### config.mk
export PLATFORM = sky130hd
export DESIGN_NAME = regfile_writeback
export DESIGN_NICKNAME = d
export VERILOG_FILES = /design/src/rtl/wb_pkg.sv /design/src/rtl/wb_queue.sv /design/src/rtl/regfile_writeback.sv
export SDC_FILE = /design/constraint.sdc
export NUM_CORES = 1
export LEC_CHECK = 0
export CAP_MARGIN = 20
export CORE_UTILIZATION = 51
export CTS_BUF_LIST = sky130_fd_sc_hd__clkbuf_8
export DETAILED_ROUTE_END_ITERATION = 8
export GPL_TIMING_DRIVEN = 0
export PLACE_DENSITY = 0.9
export SETUP_SLACK_MARGIN = 0.3
export SYNTH_ARGS = -nofsm -noshare
export SYNTH_HDL_FRONTEND = slang
export SYNTH_SLANG_ARGS = --single-unit
### constraint.sdc
create_clock -name clk -period 2.75 [get_ports clk]
set_input_delay 0.825 -clock clk [delete_from_list [all_inputs] [get_ports clk]]
set_output_delay 0.825 -clock clk [all_outputs]
set_load 0.01 [all_outputs]
### src/rtl/wb_pkg.sv
// Shared types for the register-file writeback front end.
// Data width and register address width live here.
package wb_pkg;

    localparam int XLEN       = 32;
    localparam int REG_ADDR_W = 5;

    typedef struct packed {
        logic                  valid;
        logic [REG_ADDR_W-1:0] addr;
        logic [XLEN-1:0]       data;
    } wb_entry_t;

endpackage

### src/rtl/wb_queue.sv
// In-order writeback buffer: two pushes (a older than b), one pop per cycle.
// Entries are exported so the top can build the scoreboard and bypass.
module wb_queue
    import wb_pkg::*;
#(
    parameter int DEPTH = 4
) (
    input  logic                       clk,
    input  logic                       rst_n,
    input  logic                       push_a,
    input  wb_entry_t                  entry_a,
    input  logic                       push_b,
    input  wb_entry_t                  entry_b,
    output wb_entry_t                  entries [DEPTH],
    output logic [$clog2(DEPTH)-1:0]   head,
    output logic [$clog2(DEPTH):0]     count
);

    localparam int PW = $clog2(DEPTH);
    localparam int CW = PW + 1;

    logic [PW-1:0] tail;
    logic [PW-1:0] slot_b;
    logic          pop;
    logic [1:0]    n_push;

    assign pop    = (count != '0);
    assign n_push = {1'b0, push_a} + {1'b0, push_b};
    assign slot_b = push_a ? tail + 1'b1 : tail;

    always_ff @(posedge clk or negedge rst_n) begin
        if (!rst_n) begin
            head  <= '0;
            tail  <= '0;
            count <= '0;
            for (int i = 0; i < DEPTH; i++) begin
                entries[i] <= '0;
            end
        end else begin
            if (pop) begin
                entries[head].valid <= 1'b0;
                head                <= head + 1'b1;
            end
            // Pushes never land on head while it pops: ready rules forbid a full push.
            if (push_a) begin
                entries[tail] <= entry_a;
            end
            if (push_b) begin
                entries[slot_b] <= entry_b;
            end
            tail  <= tail + PW'(n_push);
            count <= count + CW'(n_push) - CW'(pop);
        end
    end

endmodule

### src/rtl/regfile_writeback.sv
// Register-file write-port front end: ALU/load handshake, x0 filter, scoreboard.
// Define WB_BYPASS_EN to add the byp_addr/byp_hit/byp_data forwarding port.
module regfile_writeback
    import wb_pkg::*;
#(
    parameter int DEPTH = 4
) (
    input  logic                   clk,
    input  logic                   rst_n,
    input  logic                   alu_valid,
    output logic                   alu_ready,
    input  logic [REG_ADDR_W-1:0]  alu_rd_addr,
    input  logic [XLEN-1:0]        alu_data,
    input  logic                   mem_valid,
    output logic                   mem_ready,
    input  logic [REG_ADDR_W-1:0]  mem_rd_addr,
    input  logic [XLEN-1:0]        mem_data,
    output logic                   rf_write,
    output logic [REG_ADDR_W-1:0]  rf_rd_addr,
    output logic [XLEN-1:0]        rf_rd,
    output logic [31:0]            pending,
    output logic [$clog2(DEPTH):0] count
`ifdef WB_BYPASS_EN
    ,
    input  logic [REG_ADDR_W-1:0]  byp_addr,
    output logic                   byp_hit,
    output logic [XLEN-1:0]        byp_data
`endif
);

    localparam int PW = $clog2(DEPTH);
    localparam int CW = PW + 1;

    wb_entry_t     entries [DEPTH];
    wb_entry_t     entry_a;
    wb_entry_t     entry_b;
    wb_entry_t     head_e;
    logic [PW-1:0] head;
    logic          push_a;
    logic          push_b;

    // Readiness looks only at registered occupancy; ALU keeps a slot for a load.
    assign mem_ready = (count < CW'(DEPTH));
    assign alu_ready = (count <= CW'(DEPTH - 2));

    assign push_a = mem_valid & mem_ready & (mem_rd_addr != '0);
    assign push_b = alu_valid & alu_ready & (alu_rd_addr != '0);

    assign entry_a = '{valid: 1'b1, addr: mem_rd_addr, data: mem_data};
    assign entry_b = '{valid: 1'b1, addr: alu_rd_addr, data: alu_data};

    wb_queue #(.DEPTH(DEPTH)) u_queue (
        .clk     (clk),
        .rst_n   (rst_n),
        .push_a  (push_a),
        .entry_a (entry_a),
        .push_b  (push_b),
        .entry_b (entry_b),
        .entries (entries),
        .head    (head),
        .count   (count)
    );

    assign head_e     = entries[head];
    assign rf_write   = (count != '0);
    assign rf_rd_addr = rf_write ? head_e.addr : '0;
    assign rf_rd      = rf_write ? head_e.data : '0;

    always_comb begin
        pending = '0;
        for (int i = 0; i < DEPTH; i++) begin
            if (entries[i].valid) begin
                pending[entries[i].addr] = 1'b1;
            end
        end
        pending[0] = 1'b0;
    end

`ifdef WB_BYPASS_EN
    // Walk oldest to youngest so the last match is the newest value.
    always_comb begin
        logic [PW-1:0] idx;
        idx      = '0;
        byp_hit  = 1'b0;
        byp_data = '0;
        if (byp_addr != '0) begin
            for (int i = 0; i < DEPTH; i++) begin
                idx = head + PW'(i);
                if (entries[idx].valid && entries[idx].addr == byp_addr) begin
                    byp_hit  = 1'b1;
                    byp_data = entries[idx].data;
                end
            end
        end
    end
`endif

`ifndef SYNTHESIS
    a_no_overflow: assert property (
        @(posedge clk) disable iff (!rst_n) count <= CW'(DEPTH)
    );
`endif

endmodule

-- Yosys cells after proc, flatten, opt, wreduce, memory -nomap -nowiden
Cells that the tools add are included.
- register bits after elaboration: 159
- bits in latches: 0
- memory bits (writable): 0
- ROM bits: 0
- input bits: 78
- output and inout port bits: 75
- word-level logic and storage cells: 87
- memories kept: 0
- add/subtract/negate cells: 6
- multipliers: 0
- div/mod/pow operators: 0
- magnitude comparators: 16
- eq/ne operators: 0
- shift-type cells: 0
- mux-type cells: 30
- bitwise operators: 10
- reductions and logical operators: 10
- operators by type and width (cell ; number):
    152-bit bitwise mux ; 3
    152-bit two-way mux ; 3
    38-bit demux with 2-bit select ; 3
    32-bit two-way mux ; 5
    38-bit two-way mux ; 3
    32-bit OR ; 3
    38-bit binary-select mux with 2-bit select ; 1
    37-bit two-way mux ; 2
    5-bit by 6-bit less-than comparator with 1-bit output, second input constant ; 4
    1-bit demux with 5-bit select ; 4
    5-bit by 1-bit greater-or-equal comparator with 1-bit output, second input constant ; 4
    5-bit nonzero test ; 2
    3-bit greater-or-equal comparator, second input constant ; 3
    3-bit by 1-bit less-than comparator with 1-bit output, second input constant ; 3
    2-bit inverter with 3-bit output ; 3
    1-bit logical AND ; 7
    5-bit two-way mux ; 1
    2-bit by 1-bit adder with 2-bit output, second input constant ; 2
    1-bit bitwise AND ; 4
    1-bit two-way mux ; 4
    3-bit by 2-bit adder with 3-bit output ; 1
    3-bit by 2-bit less-or-equal comparator with 1-bit output, second input constant ; 1
    3-bit less-than comparator, second input constant ; 1
    3-bit nonzero test ; 1
    4 further kinds ; 4

-- Depth between registers and ports, before layout
Gate-level depths: netlist of the first run.
- word-level depth: 11
- gate-level depth with buffers: 10
- mapped depth without buffers: 10

-- Hierarchy
A second synthesis of the first run with hierarchy kept.
- cell total of the unflattened synthesis: 787
- area, all modules: 10716.5 um^2
- by module, submodules not included (module ; times used ; cells each ; area each (um^2) ; seq. area each (um^2)):
    wb_queue ; 1 ; 551 ; 8475.6 ; 3978.8
    regfile_writeback ; 1 ; 236 ; 2240.9 ; 0.0

-- Worst setup path before layout of the first run
OpenSTA, ideal clock, no wires.
- kind: input to register
- from: input alu_rd_addr[1]
- to: register u_queue.count[2]
- library setup time: 0.080 ns
- data arrival time: 2.917 ns
- data required time: 2.670 ns
- slack: -0.247 ns
- stages: 8
- buffers on the path: 0
- path through: or4_1 -> o211ai_2 -> inv_1 -> ha_1 -> ha_1 -> fa_1 -> xnor2_1 -> xnor2_1
- word-level cells in the longest chain between the ends: 5
- ends and longest elaborated chain (element ; line ; RTL):
    from (decl) ; regfile_writeback.sv:12 ; input logic [REG_ADDR_W-1:0] alu_rd_addr,
    5-bit nonzero test ; regfile_writeback.sv:47 ; assign push_b = alu_valid & alu_ready & (alu_rd_addr != '0);
    1-bit bitwise AND ; regfile_writeback.sv:47 ;
    1-bit by 1-bit adder with 2-bit output ; wb_queue.sv:28 ; assign n_push = {1'b0, push_a} + {1'b0, push_b};
    3-bit by 2-bit adder with 3-bit output ; wb_queue.sv:52 ; count <= count + CW'(n_push) - CW'(pop);
    3-bit by 1-bit subtractor with 3-bit output ; wb_queue.sv:52 ;
    to (signal assigned) ; wb_queue.sv:52 ;
    to (decl) ; wb_queue.sv:16 ; output logic [$clog2(DEPTH):0] count
Every way passes these cells.
A chain may end at the register's enable or synchronous reset.

-- Worst setup path in the final report of the first run
- from: register u_queue.head[0]
- to: output rf_rd[19]
- word-level cells in the longest chain between the ends: 5
- ends and longest elaborated chain (element ; line ; RTL):
    from (decl) ; wb_queue.sv:15 ; output logic [$clog2(DEPTH)-1:0] head,
    from (signal assigned) ; wb_queue.sv:42 ; head <= head + 1'b1;
    2-bit inverter with 3-bit output (not written as such) ; regfile_writeback.sv:64 ; assign head_e = entries[head];
    38-bit binary-select mux with 2-bit select ; regfile_writeback.sv:64 ;
    37-bit two-way mux (not written as such) (2 in series) ; regfile_writeback.sv:64 ;
    32-bit two-way mux ; regfile_writeback.sv:67 ; assign rf_rd = rf_write ? head_e.data : '0;
    to (decl) ; regfile_writeback.sv:20 ; output logic [XLEN-1:0] rf_rd,
Every way passes these cells. The select of a mux whose other input is x is not followed.

==> metrics.md, run 1 <==
| Metric | Value |
|---|---|
| Status | finished, violations left |
| Failing checks | negative setup slack |
| Final Max Tran Viols | 0 |
| Worst Skew | 0.00905 ns |
| Pwr Total | 22.2 mW |
| Post-Syn Area per Cell | 12.6 sq um |
| Crit path capture type | output port |
| Crit path arrival time | 2.18 ns |
| Clock tree sinks | 159 |
| Capture point of the worst reg-to-reg path | u_queue.entries[103] |
| GR Layer Usage met3 | 8.62% |
| Buffers on Ports | 151 |
| CTS tree | done |
| Min-Delay Path Class | in2async |
| DP HPWL | 18.6 mm |
| Cells after Synth | 806 |
| Dominant synthesized flop cell | dfrtp_1 |
| Critical Path Start | u_queue.head[0] |
| Hold-fix buffers, CTS | 0 |
| Clock Latency Late Sink | 0.48 ns |
| Root Buffer | clkbuf_8 |
| Cell area after layout | 16,200 sq um |
| Worst Setup Start Kind | flop |
| Total track usage | 40.5% |
| Die Width | 143 um |
| Core footprint | 19,500 sq um |
| Die height | 143 um |
| Die area | 20,400 sq um |
| Setup ws final | -0.258 ns |
| Clock buffer depth | 2 |
| Vias/cell | 6.91 |
| Initial antenna violation count | 4 |
| GP Congestion | 0.940 |
| Synthesis warning total | 0 |
| Crit share post-route | 109% |
| GR peak layer | met2 |
| LEAKAGE | 7.39 nW |
| Vias in the first global route | 9,936 |
| Pwr Density | 1370 nW/um^2 |
| First-pass GRT wire length | 60.6 mm |
| Area of the mapped netlist | 10,100 sq um |
| Clock transition at the registers of the reported paths | 0.10 ns |
| Final WL | 46.3 mm |
| Maximum vdd drop | 0.000824 V |
| Critical path peak fanout | 6 |
| # rows | 51 |
| Unrepaired setup endpoints after global routing | true |
| Fin Setup TNS | -8.52 ns |
| Drt wl/cell | 32.5 um |
| Met2 Resource Use GR | 68.1% |
| Final hold vios | 0 |
| Htree depth | 4 |
| Worst R2R Start | u_queue.tail[0] |
| Max Freq | 332 MHz |
| Critical Path End | rf_rd[19] |
| Netlist cell types | 42 |
| Post-route ant nets | 0 |
| # fillers | 827 |
| CP required | 1.93 ns |
| Final Critical Period | 3.01 ns |
| Met1 GRT Util | 46.9% |
| DRC | 0 |
| Synthesized net count | 898 |
| EDFF count, synth | 0 |
| DP Area | 12,300 sq um |
| Asr flop ratio synth | 100% |
| Max-slew headroom | 60.0% |
| Layout cells sized above 1 | 70.8% |
| Initial Util | 52.0% |
| Sequential-to-total area share from yosys stat | 39.3% |
| Measured slew at the worst slew-check pin | 0.594 ns |
| Largest net degree at the start of global routing | 102 |
| Yosys reg bits | 159 |
| Final net count | 1,236 |
| Gr ovfl total | 0 |
| Number of iterations in the first detailed-routing pass | 7 |
| R2R cell count | 8 |
| Syn-to-layout area delta | 59.8% |
| Via count | 9,847 |
| WS Path Type | reg2out |
| Worst R2R Setup Slack | 0.14 ns |
| CTS Buf Count | 17 |
| Ports | 153 |
| Min Hold Slack | 0.249 ns |
| Final setup fails | 60 |
| Detailed Route Iter0 Violations | 822 |
| Max-Cap Viols | 0 |
-- cell usage in the layout, fill, tap and decap left out, drive strengths merged, types with 7 or more instances in the layout --
cell type	count
nand3b	10
mux2	286
ha	13
inv	19
a21oi	13
mux4	37
dfrtp	159
o21ai	7
buf	279
clkdlybuf4s50	69
nand3	9
nor3b	10
clkbuf	44
nor2	15
and3b	7
nand2	37
a22oi	14
a221o	13
o22ai	7
and2	37
o211ai	8
o221ai	7
-- routing by layer --
metal | wire length, um | part of all wire [%]
met1 | 15500 | 33
met2 | 22300 | 48
met3 | 4200 | 9.1
met4 | 4300 | 9.3
met5 | 13 | 0.028
-- cell usage after synthesis (all sizes together), types with 13 or more instances --
cell type  number  share of area (%)
a21oi          13               0.64
ha             13                1.6
inv            14               0.52
a221o          13                1.3
nand2          37                1.4
a22oi          14                1.0
nor2           15               0.56
and2           37                2.3
mux2          286                 32
buf            30                2.0
mux4           37                8.2
clkbuf         32                1.2
dfrtp         159                 39
-- stage by stage --
| stage | utilization [%] | instances | setup slack [ns] |
|---|---|---|---|
| after global routing | 83.0 | 1421 | -0.272 |
| after detailed placement | 63.3 | 1223 | -0.971 |
| after global placement | 63.2 | 1222 | -5.65 |
| after CTS | 78.0 | 1382 | -0.156 |
| final | 83.1 | 1425 | -0.258 |
| after floorplan | - | 806 | -0.0953 |
-- cells by family after synthesis --
group                      Yosys count  share of synthesized area [%]
other                                1                         0.0371
muxes                              329                           40.8
buffers and inverters               76                           3.71
DFF                                159                           39.3
AOI/OAI and AO/OA                   71                           5.18
xor gates and xnor gates             6                          0.705
adders and majority gates           14                           1.81
and+or+nand+nor                    150                           8.47
-- worst min-delay path by stage --
stage | startpoint | end | slack [ns]
global route | rst_n | u_queue.entries[11] | 0.28
detailed placement | u_queue.entries[37] | u_queue.entries[37] | 0.58
finish | rst_n | u_queue.entries[13] | 0.25
CTS | rst_n | u_queue.entries[89] | 0.28
global placement | u_queue.entries[151] | u_queue.entries[151] | 0.55
floorplan | u_queue.entries[151] | u_queue.entries[151] | 0.50
-- cell type report --
cell class                 instances  area (sq um)  share of cell area, %
sequential                       159          3990                   24.7
buffer                            62           965                   5.97
timing repair buffer             319          3350                   20.7
antenna                            4          10.0                 0.0619
multi-input combinational        571          7060                   43.7
clock inverter                    14           159                  0.983
inverter                          14          65.1                  0.402
tap                              265           332                   2.05
clock buffer                      17           234                   1.45
-- power breakdown --
group          switching [mW]  internal (mW)  total (mW)
Clock                    1.06          0.819        1.88
Combinational            6.55           9.10        15.7
Sequential               1.07           3.59        4.65
Total                    8.68           13.5        22.2
-- state kept, by name, indices dropped and copies added (netlist names) --
register / count
u_queue.entries: 152
u_queue.count: 3
u_queue.head: 2
u_queue.tail: 2
-- what timing repair did --
action,4_1_cts,5_1_grt
gates cloned,17,0
endpoints found under the setup margin,228,222
resized for setup,685,163
buffers inserted,111,39
pin swaps,82,50
-- critical path: stages (launching register included) --
cell	delay (ns)
dfrtp_2	0.47
buf_12	0.16
buf_4	0.13
buf_12	0.12
mux4_2	0.54
and2_4	0.16
buf_6	0.11
Power figures use the tool's default switching activity.
==> run 2, diff against run 1 <==
--- a/config.mk
+++ b/config.mk
@@ -12,6 +12,7 @@
 export GPL_TIMING_DRIVEN = 0
 export PLACE_DENSITY = 0.9
 export SETUP_SLACK_MARGIN = 0.3
+export SLEW_MARGIN = 30
 export SYNTH_ARGS = -nofsm -noshare
 export SYNTH_HDL_FRONTEND = slang
 export SYNTH_SLANG_ARGS = --single-unit
==> metrics.md, run 2 (same netlist as run 1, synthesis figures left out) <==
| Metric | Value |
|---|---|
| Crit share post-route | 108% |
| WS Path Type | in2reg |
| Maximum vdd drop | 0.000856 V |
| Crit path arrival time | 3.32 ns |
| Vias/cell | 7.01 |
| Capture point of the worst reg-to-reg path | u_queue.entries[110] |
| Psw | 8.99 mW |
| DRC | 0 |
| Final net count | 1,252 |
| Buffers on Ports | 151 |
| Worst R2R Setup Slack | -0.01 ns |
| Pwr Total | 22.8 mW |
| GP Congestion | 0.940 |
| CP required | 3.09 ns |
| Drt wl/cell | 34.1 um |
| Power share of the combinational group | 71.6% |
| Reg power frac | 20.4% |
| Max FFs per register | 152 |
| Ports | 153 |
| Clock tree sinks | 159 |
| Initial Util | 52.0% |
| CTS tree | done |
| Core footprint | 19,500 sq um |
| Min-Delay Path Class | in2async |
| Root Buffer | clkbuf_8 |
| Status | finished, violations left |
| Failing checks | negative setup slack |
| Reg with most FFs | u_queue.entries |
| # fillers | 755 |
| Crit path capture type | flop |
| Die height | 143 um |
| Commonest non-fill, non-tap cell in the layout | mux2_4 |
| # rows | 51 |
| Critical path peak fanout | 5 |
| First-pass GRT wire length | 61.8 mm |
| Clock power frac | 8.0% |
| Die Width | 143 um |
| Most frequent cells in the layout | 164 x mux2_4, 147 x dfrtp_1, 122 x mux2_2 |
| Max-Cap Viols | 0 |
| Min Hold Slack | 0.204 ns |
| Clock transition at the registers of the reported paths | 0.10 ns |
| Die area | 20,400 sq um |
| Total track usage | 42.0% |
| Register area | 3990 sq um |
| Final Max Tran Viols | 0 |
| Worst Setup Start Kind | primary input |
| Final Critical Period | 2.98 ns |
| Initial antenna violation count | 2 |
| DP HPWL | 18.8 mm |
| Vias in the first global route | 9,737 |
| Final hold vios | 0 |
| Hold-fix buffers, CTS | 0 |
| CTS Buf Count | 17 |
| Cell area after layout | 16,500 sq um |
| Largest regs | u_queue.entries: 152 flops, u_queue.count: 3 flops |
| Number of iterations in the first detailed-routing pass | 6 |
| Htree depth | 4 |
| Largest net degree at the start of global routing | 71 |
| LEAKAGE | 7.69 nW |
| R2R cell count | 11 |
| Final core utilization | 84.7% |
| Unrepaired setup endpoints after global routing | true |
| Layout cells sized above 1 | 70.9% |
| DP Area | 12,400 sq um |
| Pwr Density | 1380 nW/um^2 |
| Worst Skew | 0.0150 ns |
| Area occupied by multi-input gates | 7090 sq um |
| Setup ws final | -0.225 ns |
| Clock Latency Late Sink | 0.47 ns |
| Final WL | 49.1 mm |
| Via count | 10,096 |
| Post-route ant nets | 0 |
| Switching Share | 39.4% |
| Detailed Route Iter0 Violations | 992 |
| Syn-to-layout area delta | 62.8% |
| Max Freq | 336 MHz |
| Final setup fails | 173 |
| Internal Power | 13.8 mW |
| Worst R2R Start | u_queue.count[2] |
| Clock buffer depth | 2 |
| Gr ovfl total | 0 |
==> run 2: worst max path at each step <==
stage	startpoint	to	cells past startpoint
floorplan	mem_rd_addr[4]	u_queue.entries[100]	8
global placement	rst_n	u_queue.entries[72]	1
detailed placement	mem_rd_addr[4]	u_queue.entries[103]	9
CTS	u_queue.head[0]	rf_rd[5]	6
global route	u_queue.head[0]	rf_rd[26]	6
finish	mem_rd_addr[2]	u_queue.entries[135]	12
==> run 2: power by group through the flow <==
stage / logic [mW] / registers [mW] / clock network, mW
finish: 16.3 / 4.65 / 1.81
global route: 16.7 / 4.69 / 1.87
CTS: 12.6 / 4.23 / 1.67
detailed placement: 9.41 / 4.31 / 0
global placement: 9.11 / 4.23 / 0
floorplan: 6.42 / 4.07 / 0
==> run 2: timing repair <==
| action | CTS | global route |
|---|---|---|
| resized for setup | 660 | 244 |
| setup buffers | 119 | 44 |
| cloned | 18 | 1 |
| pin swaps | 69 | 56 |
| endpoints found under the setup margin | 228 | 227 |
==> run 2: per-layer routing <==
layer  wire length [um]  global-route usage, %
met5                  0                      0
met2              22800                   69.5
met3               5500                   9.39
met4               4310                   31.2
met1              16400                   47.8
==> run 2: through the flow <==
stage	cells	setup TNS (ns)	setup slack, ns
2_1_floorplan	806	-4.39	-0.0953
4_1_cts	1393	-2.54	-0.132
3_5_place_dp	1224	-139.76	-0.981
5_1_grt	1438	-15.11	-0.213
6_report	1441	-14.52	-0.225
3_3_place_gp	1222	-1034.95	-5.65
==> run 2: final cells by class <==
class	instances	area share (%)
Antenna cell	3	0.0456
Buffer	62	6.04
Clock buffer	17	1.42
Clock inverter	15	0.828
Inverter	14	0.410
Multi-Input combinational cell	571	43.0
Sequential cell	159	24.2
Tap cell	265	2.01
Timing Repair Buffer	335	22.0
==> run 2: critical path: stages <==
cell	delay (ns)
buf_2	0.14
or3_4	0.36
o311a_4	0.39
buf_12	0.17
buf_6	0.11
buf_6	0.12
nand2_4	0.07
buf_8	0.18
buf_12	0.15
buf_12	0.13
mux2_4	0.33
mux2_4	0.31
